## src/rtl/ram_fifo_ctrl_pkg.sv

```systemverilog
// Shared constants for the RAM-backed FIFO controller.
// Pointer width is the RAM address width plus one wrap flag bit.
package ram_fifo_ctrl_pkg;
  localparam int DEF_DATA_WIDTH = 32;
  localparam int DEF_ADDR_WIDTH = 3;
  localparam int PTR_WIDTH      = DEF_ADDR_WIDTH + 1;

  function automatic int ptr_width(input int addr_w);
    return addr_w + 1;
  endfunction
endpackage

```

## src/rtl/ram_fifo_ctrl_if.sv

```systemverilog
// Producer/consumer handshake bundle for ram_fifo_ctrl.
// Signal names are seen from the FIFO side (_i into the FIFO, _o out of it).
interface ram_fifo_ctrl_if
  import ram_fifo_ctrl_pkg::*;
#(
  parameter int DATA_WIDTH = DEF_DATA_WIDTH
);
  logic [DATA_WIDTH-1:0] data_i;
  logic                  valid_i;
  logic                  ready_o;
  logic [DATA_WIDTH-1:0] data_o;
  logic                  valid_o;
  logic                  ready_i;

  modport master (
    output data_i, valid_i, ready_i,
    input  ready_o, data_o, valid_o
  );

  modport slave (
    input  data_i, valid_i, ready_i,
    output ready_o, data_o, valid_o
  );
endinterface

```

## src/rtl/ram_fifo_ctrl.sv

```systemverilog
// FIFO controller for an external async-read dual-port RAM, with a registered
// output word in front of the consumer (capacity = RAM depth + 1).
module ram_fifo_ctrl
  import ram_fifo_ctrl_pkg::*;
#(
  parameter int DATA_WIDTH = DEF_DATA_WIDTH,
  parameter int ADDR_WIDTH = DEF_ADDR_WIDTH
) (
  input  logic                  clk,
  input  logic                  rst,
  ram_fifo_ctrl_if.slave        bus,
  output logic                  ram_write_en_o,
  output logic [ADDR_WIDTH-1:0] ram_write_addr_o,
  output logic [DATA_WIDTH-1:0] ram_data_o,
  output logic                  ram_read_en_o,
  output logic [ADDR_WIDTH-1:0] ram_read_addr_o,
  input  logic [DATA_WIDTH-1:0] ram_data_i,
  output logic [ADDR_WIDTH:0]   count_o,
  output logic                  full_o,
  output logic                  empty_o
);
  localparam int PW = ptr_width(ADDR_WIDTH);

  logic [PW-1:0]         r_wr_ptr;
  logic [PW-1:0]         r_rd_ptr;
  logic [DATA_WIDTH-1:0] r_data_p1;
  logic                  r_vld_p1;
  logic                  w_full;
  logic                  w_empty;
  logic                  w_push;
  logic                  w_pop;

  // Flags come only from registered pointers, so ready_o never sees ready_i.
  assign w_full  = (r_wr_ptr[PW-1] != r_rd_ptr[PW-1]) &&
                   (r_wr_ptr[PW-2:0] == r_rd_ptr[PW-2:0]);
  assign w_empty = (r_wr_ptr == r_rd_ptr);
  assign w_push  = bus.valid_i && !w_full;
  assign w_pop   = !w_empty && (!r_vld_p1 || bus.ready_i);

  assign bus.ready_o      = !w_full;
  assign bus.data_o       = r_data_p1;
  assign bus.valid_o      = r_vld_p1;
  assign ram_write_en_o   = w_push;
  assign ram_write_addr_o = r_wr_ptr[PW-2:0];
  assign ram_data_o       = bus.data_i;
  assign ram_read_en_o    = w_pop;
  assign ram_read_addr_o  = r_rd_ptr[PW-2:0];
  assign count_o          = r_wr_ptr - r_rd_ptr;
  assign full_o           = w_full;
  assign empty_o          = w_empty;

  always_ff @(posedge clk) begin
    if (rst) begin
      r_wr_ptr <= '0;
      r_rd_ptr <= '0;
    end else begin
      if (w_push) r_wr_ptr <= r_wr_ptr + 1'b1;
      if (w_pop)  r_rd_ptr <= r_rd_ptr + 1'b1;
    end
  end

  // Output stage p1: captures the RAM read word on pop.
  always_ff @(posedge clk) begin
    if (rst) begin
      r_vld_p1  <= 1'b0;
      r_data_p1 <= '0;
    end else if (w_pop) begin
      r_vld_p1  <= 1'b1;
      r_data_p1 <= ram_data_i;
    end else if (r_vld_p1 && bus.ready_i) begin
      r_vld_p1  <= 1'b0;
    end
  end
endmodule

```

## src/flat_wrapper.sv

```systemverilog
// flat-port wrapper written by rule: the top's interface ports become plain ports
module ram_fifo_ctrl_flat import ram_fifo_ctrl_pkg::*;
#(
  parameter int DATA_WIDTH = DEF_DATA_WIDTH,
  parameter int ADDR_WIDTH = DEF_ADDR_WIDTH
)
  (clk, rst, ram_write_en_o, ram_write_addr_o, ram_data_o, ram_read_en_o, ram_read_addr_o, ram_data_i, count_o, full_o, empty_o, bus_data_i, bus_valid_i, bus_ready_i, bus_ready_o, bus_data_o, bus_valid_o);
  ram_fifo_ctrl_if #(.DATA_WIDTH(DATA_WIDTH)) bus_i ();
  input  logic clk;
  input  logic rst;
  output logic ram_write_en_o;
  output logic [ADDR_WIDTH-1:0] ram_write_addr_o;
  output logic [DATA_WIDTH-1:0] ram_data_o;
  output logic ram_read_en_o;
  output logic [ADDR_WIDTH-1:0] ram_read_addr_o;
  input  logic [DATA_WIDTH-1:0] ram_data_i;
  output logic [ADDR_WIDTH:0] count_o;
  output logic full_o;
  output logic empty_o;
  input wire logic [$bits(bus_i.data_i)-1:0] bus_data_i;
  input wire logic [$bits(bus_i.valid_i)-1:0] bus_valid_i;
  input wire logic [$bits(bus_i.ready_i)-1:0] bus_ready_i;
  output wire logic [$bits(bus_i.ready_o)-1:0] bus_ready_o;
  output wire logic [$bits(bus_i.data_o)-1:0] bus_data_o;
  output wire logic [$bits(bus_i.valid_o)-1:0] bus_valid_o;
  assign bus_i.data_i = bus_data_i;
  assign bus_i.valid_i = bus_valid_i;
  assign bus_i.ready_i = bus_ready_i;
  assign bus_ready_o = bus_i.ready_o;
  assign bus_data_o = bus_i.data_o;
  assign bus_valid_o = bus_i.valid_o;
  ram_fifo_ctrl #(.DATA_WIDTH(DATA_WIDTH), .ADDR_WIDTH(ADDR_WIDTH)) u_core (.clk(clk), .rst(rst), .bus(bus_i), .ram_write_en_o(ram_write_en_o), .ram_write_addr_o(ram_write_addr_o), .ram_data_o(ram_data_o), .ram_read_en_o(ram_read_en_o), .ram_read_addr_o(ram_read_addr_o), .ram_data_i(ram_data_i), .count_o(count_o), .full_o(full_o), .empty_o(empty_o));
endmodule
```

## config.mk

```make
export PLATFORM = sky130hd
export DESIGN_NAME = ram_fifo_ctrl_flat
export DESIGN_NICKNAME = d
export VERILOG_FILES = /design/src/rtl/ram_fifo_ctrl_pkg.sv /design/src/rtl/ram_fifo_ctrl_if.sv /design/src/rtl/ram_fifo_ctrl.sv /design/src/flat_wrapper.sv
export SDC_FILE = /design/constraint.sdc
export NUM_CORES = 1
export LEC_CHECK = 0
export ABC_CLOCK_PERIOD_IN_PS = 2170
export CORE_UTILIZATION = 34
export DETAILED_ROUTE_END_ITERATION = 8
export GPL_ROUTABILITY_DRIVEN = 0
export PLACE_DENSITY = 0.9
export SLEW_MARGIN = 20
export SYNTH_ARGS = -nofsm -noshare
export SYNTH_HDL_FRONTEND = slang
export SYNTH_SLANG_ARGS = --single-unit
```

## constraint.sdc

```tcl
create_clock -name clk -period 2.17 [get_ports clk]
set_input_delay 0.434 -clock clk [delete_from_list [all_inputs] [get_ports clk]]
set_output_delay 0.434 -clock clk [all_outputs]
set_load 0.05 [all_outputs]
```

==> run metrics <==
Clock Tree Buf Depth 2; Max H-tree Level 2; CP top delay family adder cells; antenna fix cells 0; Yosys top cell by area dfxtp_1; total gr overflow 0; I/O pins 148; hold_sp u_core.bus.data_o[20]; Post-synth top cells 67 x nand2_1, 41 x buf_4, 41 x dfxtp_1; detailed-route via count 1647; 1st-iter DRT viols 66; logic gate share of total power 60.9%; Hold Path Class reg -> reg; Die Y 77.2 µm; ANT nets after route 0; Internal roughly 2.3 mW; via-per-instance ratio 4.55; share of layout cells above drive strength 1 between 10 and 15%; post-DR wirelength/cell between 10 and 15 µm; Hold Vio Cnt, Final 0; top-count cell post-synth nand2_1; Crit. Startpoint u_core.r_wr_ptr[0]; initial core utilization 35.1%; critical path fanouts, max 3; vias in the first global route 1727; slew of the pin with the lowest slew margin ~0.51 ns; Max Freq 480 MHz; most frequent CP cell inv_1; Pre-antenna DRT Iters 3; Synth Instances 239; Power per Cell Area about 1500 mW/mm²; die area 0.00595 mm²; switching power approximately 2.0 mW; Crit Path Class reg -> out; Worst path slowest cell fa_2; Critical Path Source Type flip-flop; # clock sinks between 40 and 50; core area 0.00547 mm²; ys flop type dfxtp_1; initial antenna violation count 0; Skew-Pair Late Insertion Delay ~0.29 ns; crit path buf inv count 3; die width about 77 µm; synth unique cells 25; unrepaired setup endpoints after global routing true; CP Data Required Time approximately 1.7 ns; Reg power frac 24.6%; Final nets ~360; clk_skew between 0.003 and 0.004 ns; clock slew at reported path FFs roughly 0.08 ns; ys async rst share 0%; port bufs 83; Design Power 4.35 mW; Crit. End Element output port; global-route wire length before repair about 7.6 mm; synthesized area per cell around 8 µm²; CP Cell Sequence inv_1 > ha_1 > fa_2 > inv_1 > buf_12; gr usage total between 10% and 20%; min Tclk post-route between 2 and 2.5 ns; max-slew violations 0; final WL about 4.3 mm; DR DRC count 0; Synth Net Count 313; max incr delay on CP roughly 0.52 ns; Ys Warns 0; CTS Buf Count 5; post-synthesis sequential area ratio around 43%; max_cap viols 0; Cell Area, Synth between 0.0015 and 0.002 mm²; Root Driver clkbuf_8; final period utilization between 90% and 100%; FF+latch count, synth 41; final setup vio count 0; Crit Reg-Reg Startpoint u_core.r_wr_ptr[0]; clock power share ~14%; status completed; DP Wirelength 3.13 mm; CP arrival 1.65 ns; cell row count 27; largest net degree at the start of global routing between 40 and 50; top cell type's share of synthesized area between 40% and 50%; Post-synth EDFFs 0; top cells by area, synth dfxtp_1 43%, buf_4 16%, nand2_1 13%; sw frac 47.0%; Layout area overhead 46.8%; CTS tree yes; setup TNS 0 ns; slew margin rel. 65.7%; VDD IR-drop max about 0.72 mV; Static Leakage about 1.1 nW
-- worst min-delay path: cells and delay by family, from the launching register on --
kind,cells,cell delay [ns]
AOI/OAI and AO/OA,1,0.05
and+or+nand+nor,1,0.05
DFF,1,0.31
-- cell families (layout without fill, tap and decap cells) --
group | Yosys count | after routing | synth area share (%)
and+or+nand+nor | 80 | 80 | 16.4
buffers and inverters | 59 | 110 | 19.6
AOI/OAI and AO/OA | 44 | 44 | 12.4
DFF | 41 | 41 | 42.7
xor gates and xnor gates | 8 | 8 | 4.04
adders and majority gates | 6 | 6 | 4.30
muxes | 1 | 1 | 0.521
-- path summary, 6_finish.rpt --
kind / endpoint / slack (ns) / cells past startpoint
hold reg to reg: u_core.bus.data_o[20] / 0.46 / 2
setup / recovery: count_o[1] / 0.09 / 5
setup reg to reg: u_core.r_rd_ptr[3] / 0.44 / 7
hold / removal: u_core.bus.data_o[20] / 0.46 / 2
-- placed cells by master, fill, tap and decap left out, drive strengths merged --
cell type,instances
a21o,2
a21oi,38
and3,1
buf,18
bufinv,1
clkbuf,7
clkdlybuf4s50,74
dfxtp,41
fa,1
ha,5
inv,10
mux2i,1
nand2,67
nand2b,1
nand3,3
nand4,1
nor2,6
o211ai,1
o21ai,3
or3,1
xnor2,6
xor2,2
-- power by group through the flow --
stage,clock (mW),combinational [mW],sequential [mW]
final,0.630,2.65,1.07
after global routing,0.687,2.83,1.10
after CTS,0.651,2.64,1.07
after detailed placement,0,2.61,1.09
after global placement,0,2.58,1.07
after floorplan,0,1.22,1.72
-- final cells by class --
| cell class | instances | area (µm²) |
|---|---|---|
| inverters | 10 | 37.5 |
| fillers | 539 | 2650 |
| flip-flops and latches | 41 | 827 |
| clock inverters | 1 | 30.0 |
| multi-input cells | 139 | 785 |
| well taps | 72 | 90.1 |
| clock buffers | 7 | 86.3 |
| repair buffers | 92 | 963 |
-- state kept, by name (all words and copies together), names as in the netlist --
register	flops
u_core.r_rd_ptr	4
u_core.r_wr_ptr	4
u_core.bus.valid_o	1
u_core.bus.data_o	32
-- per-stage QoR --
| stage | hold slack (ns) | instances | setup WS (ns) | instance area, µm² | utilization [%] |
|---|---|---|---|---|---|
| 2_1_floorplan | 0.510 | 239 | 0.0718 | 1940 | - |
| 5_1_grt | 0.485 | 362 | 0.000379 | 2820 | 51.5 |
| 3_3_place_gp | 0.441 | 352 | 0.274 | 2640 | 48.1 |
| 3_5_place_dp | 0.448 | 352 | 0.218 | 2640 | 48.1 |
| 6_report | 0.455 | 362 | 0.0884 | 2820 | 51.5 |
| 4_1_cts | 0.459 | 360 | 0.0170 | 2780 | 50.8 |
-- timing repair --
item | CTS | global route
resized for setup | 7 | 6
setup buffers | 0 | 2
setup endpoints to repair | 5 | 7
pin swaps | 1 | 2
hold endpoints to repair | 0 | 0
gates cloned | 0 | 0
hold buffers | 0 | 0
-- metal layers --
metal	track usage [%]	vias to the layer above	wire length, µm
met5	0	-	0
met4	6.79	0	53
met3	5.60	13	327
met2	27.3	61	2180
met1	16.8	756	1730
li1	-	817	-
Note: power is estimated with default switching activity, not from simulation.
